==> config.mk <==
export PLATFORM = sky130hd
export DESIGN_NAME = fib_hash_arbiter
export DESIGN_NICKNAME = d
export VERILOG_FILES = /design/src/rtl/fib_hash_arbiter.sv
export SDC_FILE = /design/constraint.sdc
export NUM_CORES = 1
export LEC_CHECK = 0
export CAP_MARGIN = 10
export CORE_MARGIN = 2
export CORE_UTILIZATION = 44
export CTS_BUF_LIST = sky130_fd_sc_hd__clkbuf_8
export CTS_CLUSTER_SIZE = 14
export DETAILED_ROUTE_END_ITERATION = 7
export PLACE_DENSITY = 0.95
export SLEW_MARGIN = 20
export SYNTH_ARGS = -nofsm -noshare
export SYNTH_HDL_FRONTEND = slang
export SYNTH_SLANG_ARGS = --single-unit
==> constraint.sdc <==
create_clock -name clk -period 8.5 [get_ports clk]
set_input_delay 2.125 -clock clk [delete_from_list [all_inputs] [get_ports clk]]
set_output_delay 2.125 -clock clk [all_outputs]
set_load 0.01 [all_outputs]
==> src/rtl/fib_hash_arbiter.sv <==
// Shares one FIB hash unit between the INS and LKP requesters.
// Round-robin grant, operands latched at grant, one-cycle done pulse per transaction.
module fib_hash_arbiter #(
  parameter int HASH_LAT = 1,
  parameter int PFX_W    = 64,
  parameter int LEN_W    = 6,
  parameter int HASH_W   = 10
) (
  input  logic              clk,
  input  logic              rst,
  input  logic              ins_req,
  input  logic [PFX_W-1:0]  ins_prefix,
  input  logic [LEN_W-1:0]  ins_len,
  output logic              ins_done,
  input  logic              lkp_req,
  input  logic [PFX_W-1:0]  lkp_prefix,
  input  logic [LEN_W-1:0]  lkp_len,
  output logic              lkp_done,
  output logic [HASH_W-1:0] hash_out,
  output logic              busy,
  output logic [PFX_W-1:0]  hash_prefix_out,
  output logic [LEN_W-1:0]  hash_len_out,
  input  logic [HASH_W-1:0] hash_value_in
);

  typedef enum logic [1:0] {IDLE, HASH, DONE} state_t;
  typedef enum logic {OWN_INS, OWN_LKP} owner_t;

  state_t             state;
  owner_t             owner;
  owner_t             last_grant;
  logic [3:0]         cnt;
  logic [PFX_W-1:0]   lat_prefix;
  logic [LEN_W-1:0]   lat_len;
  logic               grant_lkp;

  // On a tie LKP wins only if INS was granted last.
  always_comb begin
    grant_lkp = lkp_req && (!ins_req || (last_grant == OWN_INS));
  end

  always_ff @(posedge clk or posedge rst) begin
    if (rst) begin
      state      <= IDLE;
      owner      <= OWN_INS;
      last_grant <= OWN_LKP;
      cnt        <= '0;
      lat_prefix <= '0;
      lat_len    <= '0;
      hash_out   <= '0;
    end else begin
      case (state)
        IDLE: begin
          if (ins_req || lkp_req) begin
            owner      <= grant_lkp ? OWN_LKP : OWN_INS;
            last_grant <= grant_lkp ? OWN_LKP : OWN_INS;
            lat_prefix <= grant_lkp ? lkp_prefix : ins_prefix;
            lat_len    <= grant_lkp ? lkp_len : ins_len;
            cnt        <= 4'(HASH_LAT - 1);
            state      <= HASH;
          end
        end
        HASH: begin
          if (cnt != '0) begin
            cnt <= cnt - 4'd1;
          end else begin
            hash_out <= hash_value_in;
            state    <= DONE;
          end
        end
        DONE:    state <= IDLE;
        default: state <= IDLE;
      endcase
    end
  end

  always_comb begin
    busy            = (state != IDLE);
    ins_done        = (state == DONE) && (owner == OWN_INS);
    lkp_done        = (state == DONE) && (owner == OWN_LKP);
    hash_prefix_out = (state == HASH) ? lat_prefix : '0;
    hash_len_out    = (state == HASH) ? lat_len : '0;
  end

endmodule
# Yosys cells after proc, flatten, opt, wreduce, memory -nomap -nowiden
# Index checks and enable logic that the tools add are counted.
# totals
word_cells,41
ff_bits,88
inputBits,154
output_inout_bits,83
# op_classes
n_reduce_logical,14
n_addsub,1
n_eq_ne,5
mux,11
n_bitwise,3
# ops
op,count
$mux 64,2
$mux 6,2
$mux 4,2
$pmux 4 s2,1
$ne 2x2->1 const B,3
$reduce_and 2->1,3
$mux 2,2
$pmux 2 s2,1
$reduce_bool 2->1,2
$reduce_bool 4->1,1
$sub 4x1->4 const B,1
$logic_and 1x1->1,3
$not 1->1,3
$reduce_and 3->1,1
$eq 2x1->1 const B,1
$eq 2x2->1 const B,1
$logic_not 2->1,1
$logic_or 1x1->1,2
$logic_not 1->1,1
$mux 1,1

# Depth between registers and ports, before layout
# depth
depth_word,4
ltp_mapped,6
ltp_nobuf,5

# Least setup slack after synthesis
# No wires, ideal clock.
# synth_timing
kind,register -> output
start,register state[0]
end,output hash_len_out[0]
path_buffers,2
path_slack_ps,5227
stages_incl_launch_ff,5
required_ps,6375
arrival_ps,1148
cell_sequence,dfrtp_1 -> nor2b_1 -> clkbuf_1 -> clkbuf_1 -> and2_1
# synth_via
elab_chain_len,2
# synth_rtl
element,line,source
"start, declared",29,state_t state;
"start signal, assigned",44,state <= IDLE;
"start signal, assigned",60,state <= HASH;
"start signal, assigned",68,state <= DONE;
$eq 2x1->1,82,hash_len_out = (state == HASH) ? lat_len : '0;
$mux 6,82,
"end, declared",22,"output logic [LEN_W-1:0] hash_len_out,"
# Every way passes these cells.

# Worst setup path after layout
# layout_timing
start,register state[1]
end,output busy
# layout_via
elab_chain_len,1
# layout_rtl
element,line,source
$reduce_bool 2->1,78,busy = (state != IDLE);
"end, declared",20,"output logic busy,"
# Every way passes these cells.

==> out/results.ini <==
[power_and_ir_drop]
leakagePower_nw=2.99
power.density_nw_per_um2=302
max-vdd-ir-drop_mv=0.165

[clock_network]
ctsHoldBuffers=0
h-tree-depth=3
clkTransAtPathRegs_ns=0.09
cts.sinks=88
root_buffer=clkbuf_8
cts_max_path_buffers=2
post_cts_resized=0
postCtsSetupRepairBufs=0
cts_tree=done
clk_latency_ns=0.35
cts_buffers=9

[sta]
setup_viol=0
max_freq_mhz=218
min_period_ns=4.59
slew_violations=0
fin_setup_tns_ns=0
worst_slew_pin_slew_ns=1.10
skew_ns=0.0155
hold_slack_ns=0.513
final_hold_viol_count=0
slew_headroom=0.269
fin_crit_sh=0.541
rsz0062_at_grt=false

[floorplanning]
dieArea_sq_um=11200
die_y_microns=106
rows=37
coreArea_sq_um=10200
initial_utilization=0.448
ios=237
die_x_microns=106

[min_path]
hold_class=reg2reg

[grt]
grt_pass1_wl_microns=21000
grt_antenna_before_repair=0
gr-total-overflow=0
track_usage=0.233
grt_pass1_vias=4372
grt_start_max_net_pins=89

[synth]
synth_cells=453
ys_ff_latch=88
async_flop_share=1.00
syn_nets=609
ys_types=27
avgSynthCellArea_sq_um=10.1
synth_warnings=0
netlist_area_sq_um=4580
ys.flop_type=dfrtp_1
synth_edf_count=0
ys_seq_area_frac=0.481

[final_layout]
diodes=0
final_cell_mix=clkdlybuf4s50_1 (236), dfrtp_1 (87), o21ai_0 (73)
finalNetCount=823
stdcell_count=808
layout-drive-gt1-share=0.0595
final_common_cell=clkdlybuf4s50_1
syn2layout_area_growth_pct=58.3
num-fill-cells=744

[place]
routabilityCongestion=0.793
dp_hpwl_microns=9450
portBuffers=236
numPlacedInstances=791

[setup_path]
path_class=reg2out
cp_top_family=buffers and inverters
path_buf_inv=2
path_cells=nor2_1 > inv_2 > clkdlybuf4s50_1
cp_slowest_cell=inv_2
cp.required_ns=6.38
slowest_delay_ns=0.79
critPathMaxFanout=74
cp-start-kind=register
cp-end-kind=output pin
crit_arrival_ns=2.47

[route]
drt-initial-drc-count=175
wire_per_inst_microns=16.6
via_per_inst=5.26
firstDrtPassIters=5
antenna_left=0
vias=4249
wl_microns=13400
drc=0

[run_status]
outcome=finished, final reports clean

[run]
max_cap_viol_count=0

==> sequential cells by signal, indices dropped and copies added (netlist names) <==
name	flops
lat_prefix	64
last_grant	1
owner	1
lat_len	6
cnt	4
hash_out	10
state	2
==> power breakdown <==
group / internal, W / total (W) / switching (W) / leakage, nW
Combinational: 0.000634 / 0.00119 / 0.000560 / 1.83
Clock: 0.000115 / 0.000269 / 0.000155 / 0.0809
Sequential: 0.000624 / 0.000730 / 0.000106 / 1.08
Total: 0.00137 / 0.00219 / 0.000820 / 2.99
==> worst min-delay path: stages, from the launching register on <==
cell,delay [ns]
dfrtp_1,0.34
o21ai_0,0.07
o21ai_1,0.07
==> per-stage QoR <==
| step | util | total power [W] | setup slack (ns) | cell area [sq um] |
|---|---|---|---|---|
| 2_1_floorplan | - | 0.00135 | 4.10 | 4580 |
| 3_3_place_gp | 0.686 | 0.00184 | 4.24 | 7020 |
| 3_5_place_dp | 0.688 | 0.00191 | 4.12 | 7040 |
| 4_1_cts | 0.705 | 0.00218 | 3.72 | 7220 |
| 5_1_grt | 0.708 | 0.00234 | 3.74 | 7250 |
| 6_report | 0.708 | 0.00219 | 3.91 | 7250 |
==> area by class of cell <==
type / instances / area [sq um] / area share
well taps: 136 / 170 / 0.0235
clock inverters: 6 / 43.8 / 0.00604
clock buffers: 10 / 138 / 0.0190
inverters: 6 / 23.8 / 0.00328
flip-flops and latches: 88 / 2200 / 0.304
repair buffers: 242 / 2440 / 0.337
multi-input cells: 320 / 2230 / 0.307
==> cells by family after synthesis <==
kind of cell / count (synthesis) / share of synthesized area
AOI/OAI and AO/OA: 152 / 0.169
muxes: 82 / 0.189
and+or+nand+nor: 84 / 0.114
adders and majority gates: 2 / 0.00546
buffers and inverters: 45 / 0.0410
DFF: 88 / 0.481
==> routing by layer <==
metal,up-vias,share of wire,global-route usage
met1,2026,0.40,0.278
met5,-,0,0
li1,2010,-,-
met2,184,0.51,0.412
met3,29,0.062,0.0454
met4,0,0.030,0.0987
==> worst paths after layout <==
kind,startpoint,end,slack (ns),depth (start not counted)
min,lat_prefix[12]$_DFFE_PP0P_,lat_prefix[12]$_DFFE_PP0P_,0.51,2
max reg2reg,state[1]$_DFFE_PP0P_,lat_prefix[53]$_DFFE_PP0P_,6.39,4
min in group asynchronous,rst,lat_prefix[49]$_DFFE_PP0P_,2.28,3
min reg2reg,lat_prefix[12]$_DFFE_PP0P_,lat_prefix[12]$_DFFE_PP0P_,0.51,2
max in group asynchronous,rst,state[0]$_DFFE_PP0P_,5.65,3
max,state[1]$_DFFE_PP0P_,busy,3.91,3
==> synth_stat cells (all sizes together) (2+ instances only) <==
| cell | instances | area share |
|---|---|---|
| a21oi | 3 | 0.0033 |
| and2 | 70 | 0.096 |
| buf | 10 | 0.012 |
| clkbuf | 29 | 0.024 |
| dfrtp | 87 | 0.48 |
| ha | 2 | 0.0055 |
| inv | 6 | 0.0049 |
| mux2 | 10 | 0.032 |
| mux2i | 72 | 0.16 |
| nand2b | 2 | 0.0027 |
| nand4b | 2 | 0.0038 |
| nor2 | 5 | 0.0041 |
| o21ai | 145 | 0.16 |
No activity file was read; power rests on OpenSTA's default activity.
==> patch 1 (same flow settings) <==
Change the parameter `PFX_W` from 64 to 96.
--- a/src/rtl/fib_hash_arbiter.sv
+++ b/src/rtl/fib_hash_arbiter.sv
@@ -4,3 +4,3 @@
   parameter int HASH_LAT = 1,
-  parameter int PFX_W    = 64,
+  parameter int PFX_W    = 96,
   parameter int LEN_W    = 6,
Ports: changed (resized hash_prefix_out, ins_prefix and lkp_prefix); port bits go from 237 to 333. The function was not compared with the original's and may differ.
==> patch 1 against the unedited design <==
Clock skew down 6.5 ps. Setup slack worse by 250 ps. Largest power group unchanged. Hold slack worse by 17 ps. Synthesized area up 38%. Power up 43%. Count of clock-buffer cells in the layout up 12. Sequential cell count up 32. Critical endpoint is now hash_prefix_out[14]. Cell area up 40%. Routed wire length up 53%. Sequential share of layout area down 0.69 points.
==> patch 1: results (changes against the unedited design) <==
Outcome
  – Outcome: finished clean (unchanged)

Worst setup path
  – Reg2Reg Setup Slack: 6280 ps (was 6390 ps)
  – Worst endpoint data arrival time: 2720 ps (was 2470 ps)
  – Critical Path Fanout Max: 105 (was 74)
  – FF-to-FF Start: state[0] (was state[1])
  – Crit. Startpoint: state[1] (unchanged)

Power and ir drop
  – VDD IR max: 0.0001925 V (was 0.0001652 V)
  – Comb pwr: 1620 uW (was 1190 uW)
  – Sw Share: 36.02% (was 37.40%)
  – Combinational power share: 51.4% (was 54.4%)
  – Sequential power share: 31.2% (was 33.3%)
  – LEAKAGE: 0.004191 uW (was 0.002994 uW)

Synth
  – Net count after synthesis: 850 (was 609)
  – Synthesis Warnings: 0 (unchanged)
  – Netlist cell types: 28 (was 27)
  – Register area share after synthesis: 47.53% (was 48.11%)
  – Prevailing post-synth register cell: dfrtp_1 (unchanged)
  – Top cells by area, synth: dfrtp_1 (47%), mux2i_1 (16%), o21ai_0 (11%) (was dfrtp_1 (48%), mux2i_1 (16%), and2_1 (9.6%))
  – Synth top cells by count: o21ai_0 (139), dfrtp_1 (119), mux2i_1 (104) (was dfrtp_1 (87), o21ai_0 (73), mux2i_1 (72), o21ai_1 (72), and2_1 (70))
  – Async SR Flop Fraction: 100.0% (unchanged)

Global route
  – Largest net degree at the start of global routing: 106 (was 89)
  – GR Util All Layers: 26.66% (was 23.34%)
  – First-pass GRT wire length: 31140 um (was 21010 um)
  – Vias in the first global route: 6153 (was 4372)
  – Initial antenna violation count: 0 (unchanged)

Route
  – WL met2: 10760 um (was 6817 um)
  – Post-Route M1 WL: 7377 um (was 5358 um)
  – Final wirelength: 20550 um (was 13410 um)
  – Detailed Route Iter0 Violations: 385 (was 175)
  – Highest Signal Layer: met4 (unchanged)
  – Via/cell ratio: 5.354 (was 5.259)
  – Met3 wire length: 1671 um (was 827 um)
  – Drt first pass iters: 4 (was 5)

CTS
  – Buffer count from post-CTS setup fixing: 0 (unchanged)
  – CTS Buffer Depth: 2 (unchanged)
  – Worst skew pair latency: 430 ps (was 350 ps)
  – Cts repair resizes: 0 (unchanged)
  – CTS buffer count: 17 (was 9)
  – CTS root buffer: clkbuf_8 (unchanged)
  – H-Tree Depth: 4 (was 3)
  – Clock-pin slew on the worst setup and hold paths: 70 ps (was 90 ps)

Placement
  – DP HPWL: 14350 um (was 9452 um)
  – Dpl cell area: 0.009688 sq mm (was 0.007036 sq mm)
  – Gpl congestion: 0.8280 (was 0.7929)
  – IO Port Bufs: 332 (was 236)

STA
  – Worst rel slew slack: 26.87% (was 26.89%)
  – Clock Skew: 9.013 ps (was 15.54 ps)

Finish
  – Share of layout cells above drive strength 1: 5.726% (was 5.952%)
  – Regs by FF count: lat_prefix x96, hash_out x10, lat_len x6 (was lat_prefix x64, hash_out x10, lat_len x6)
  – N_diodes: 0 (unchanged)
  – Nets: 1151 (was 823)

Hold path
  – Hold WC Path Type: flip-flop to flip-flop (unchanged)
  – Hold Crit Start: lat_prefix[0] (was lat_prefix[12])
==> patch 1: cell types whose count changed after synthesis, moves of 8 or more <==
cell      before  now
o21ai_0       73  139
and2_1        70  102
dfrtp_1       87  119
mux2i_1       72  104
clkbuf_1      29   39
buf_4          0    8
==> patch 1: metal layers <==
metal / vias to the layer above / GRT usage [%]
met5: - / 0
met2: 270 / 47.77
met3: 50 / 7.280
met4: 0 / 13.57
li1: 2801 / -
met1: 2892 / 28.71
==> patch 1: logic make-up (layout without fill, tap and decap cells) <==
| group | after synthesis | in the layout | share of synthesized area, % |
|---|---|---|---|
| buf+inv | 62 | 375 | 4.434 |
| simple gates | 116 | 116 | 11.52 |
| compound gates | 216 | 216 | 17.34 |
| mux | 114 | 114 | 18.78 |
| flops | 120 | 120 | 47.53 |
| fa+ha+maj | 2 | 2 | 0.3958 |
==> patch 1: cell type report <==
type	count	area, sq um
clock buffer	22	302.8
clock inverter	9	122.6
fill	1007	3821
inverter	6	25.02
multi-input combinational	448	3065
sequential	120	3004
tap	180	225.2
timing repair buffer	338	3368
==> patch 1: metrics by stage <==
stage          hold WS [ps]  cells  worst slack, ps
6_report              495.8   1123             3657
5_1_grt               531.8   1123             3547
4_1_cts               505.0   1123             3634
3_5_place_dp          489.2   1092             4094
3_3_place_gp          480.1   1092             4160
2_1_floorplan         463.0    630             3191
==> patch 1: path summary, 6_finish.rpt <==
path,end,depth (start not counted)
setup / recovery,hash_prefix_out[14],3
hold / removal,lat_prefix[0],2
setup reg to reg,lat_prefix[61],5
hold reg to reg,lat_prefix[0],2
max in group asynchronous,hash_out[8],3
min in group asynchronous,lat_prefix[69],2
==> patch 1: critical path, stage by stage (launching register included) <==
cell and delay (ps):
dfrtp_1 430, and2b_4 910, and2_1 270, clkdlybuf4s50_1 560
==> patch 2 (same flow settings) <==
Made on the original files. Put one more register stage on the output `hash_out`, without a reset. The value now appears one clock later. The other outputs are not delayed to match.
--- a/src/rtl/fib_hash_arbiter.sv
+++ b/src/rtl/fib_hash_arbiter.sv
@@ -28,2 +28,4 @@
 
+  logic [HASH_W-1:0] hash_s0;
+
   state_t             state;
@@ -49,3 +51,3 @@
       lat_len    <= '0;
-      hash_out   <= '0;
+      hash_s0    <= '0;
     end else begin
@@ -66,3 +68,3 @@
           end else begin
-            hash_out <= hash_value_in;
+            hash_s0 <= hash_value_in;
             state    <= DONE;
@@ -84,2 +86,6 @@
 
+  always_ff @(posedge clk) begin
+    hash_out <= hash_s0;
+  end
+
 endmodule
Formal check against the unedited RTL: not equivalent (Yosys sat finds a counterexample within 4 cycles, from zero or initial values and one cycle with rst high).
==> patch 2 against the unedited design <==
Maximum frequency is 2.7% lower. Largest power group unchanged. Sequential cell count up 10. Via count is 2.6% higher. Highest routed layer unchanged. Synthesized area is 4.4% higher. Critical path type unchanged. Power grew 4.1%. Cell area is 2.5% higher. Count of clock-buffer cells in the layout down 1. Routed wire length increased by 5.8%. Utilization fell by 1.4 points. Setup slack worse by 130 ps. Clock power up 7.8%.
==> patch 2: results (changes against the unedited design) <==
Route
  – Via/cell ratio: 5.303 (was 5.259)
  – Drt first pass iters: 4 (was 5)
  – Detailed Route Iter0 Violations: 213 (was 175)

Finish
  – Fraction of area in multi-input gates: 29.96% (was 30.71%)
  – Sequential cells: 98 (was 88)
  – Share of layout cells above drive strength 1: 5.572% (was 5.952%)
  – Layout Cells excl Fill: 822 (was 808)
  – Nets: 833 (was 823)
  – Regs by FF count: lat_prefix x64, hash_out x10, hash_s0 x10 (was lat_prefix x64, hash_out x10, lat_len x6)
  – ClkCell Share: 2.509% (was 2.503%)
  – Final core occ: 69.45% (was 70.85%)
  – # fillers: 820 (was 744)

Global route
  – GR Util All Layers: 24.32% (was 23.34%)
  – Vias in the first global route: 4616 (was 4372)
  – First-pass GRT wire length: 22270 um (was 21010 um)

Placement
  – Setup WS pre-CTS: 4003 ps (was 4120 ps)
  – Placed insts: 806 (was 791)
  – DP HPWL: 10100 um (was 9452 um)
  – Gpl congestion: 0.7801 (was 0.7929)

Worst setup path
  – Worst endpoint data arrival time: 2600 ps (was 2470 ps)
  – CP endpoint: hash_prefix_out[24] (was busy)
  – Reg2Reg Setup Slack: 6530 ps (was 6390 ps)
  – Critical Path Fanout Max: 38 (was 74)
  – Crit. Startpoint: state[0] (was state[1])

STA
  – Clock Skew: 16.84 ps (was 15.54 ps)
  – Least-Margin Pin Slew: 976.8 ps (was 1097 ps)
  – Fmax: 0.2117 GHz (was 0.2176 GHz)

Power and ir drop
  – Combinational power share: 52.1% (was 54.4%)
  – Sw Share: 36.21% (was 37.40%)
  – LEAKAGE: 0.003085 uW (was 0.002994 uW)
  – Final Power: 2282 uW (was 2193 uW)
  – Clk pwr share: 12.7% (was 12.3%)
  – VDD IR max: 0.0001617 V (was 0.0001652 V)

Die
  – DIE AREA: 0.01171 sq mm (was 0.01124 sq mm)

Synth
  – Net count after synthesis: 619 (was 609)
  – Async SR Flop Fraction: 89.80% (was 100.0%)
  – Register area share after synthesis: 50.29% (was 48.11%)

Outcome
  – Outcome: finished clean (unchanged)
[patch 2: worst min path at each step]
| stage | end | slack (ps) | cells after the start |
|---|---|---|---|
| 2_1_floorplan | hash_out[8] | 340 | 0 |
| 3_3_place_gp | hash_out[8] | 350 | 0 |
| 3_5_place_dp | hash_out[5] | 350 | 0 |
| 4_1_cts | hash_out[5] | 370 | 0 |
| 5_1_grt | hash_out[6] | 390 | 0 |
| 6_report | hash_out[5] | 380 | 0 |
[patch 2: cell families (layout without fill, tap and decap cells)]
logic type,count (synthesis),after routing,synth area share (%)
compound gates,152,152,16.15
simple gates,84,84,10.97
mux,82,82,18.14
fa+ha+maj,2,2,0.5235
buf+inv,45,264,3.926
flops,98,98,50.29
[patch 2: critical path, stage by stage, from the launching register on]
cell	delay, ps
dfrtp_1	410
nor2b_4	610
buf_4	450
and2_1	190
clkdlybuf4s50_1	570
[patch 2: per-layer routing]
metal	GRT usage [%]	wire, um
met1	27.50	5340
met2	44.83	7619
met5	0	0
met4	9.249	313
met3	5.063	918
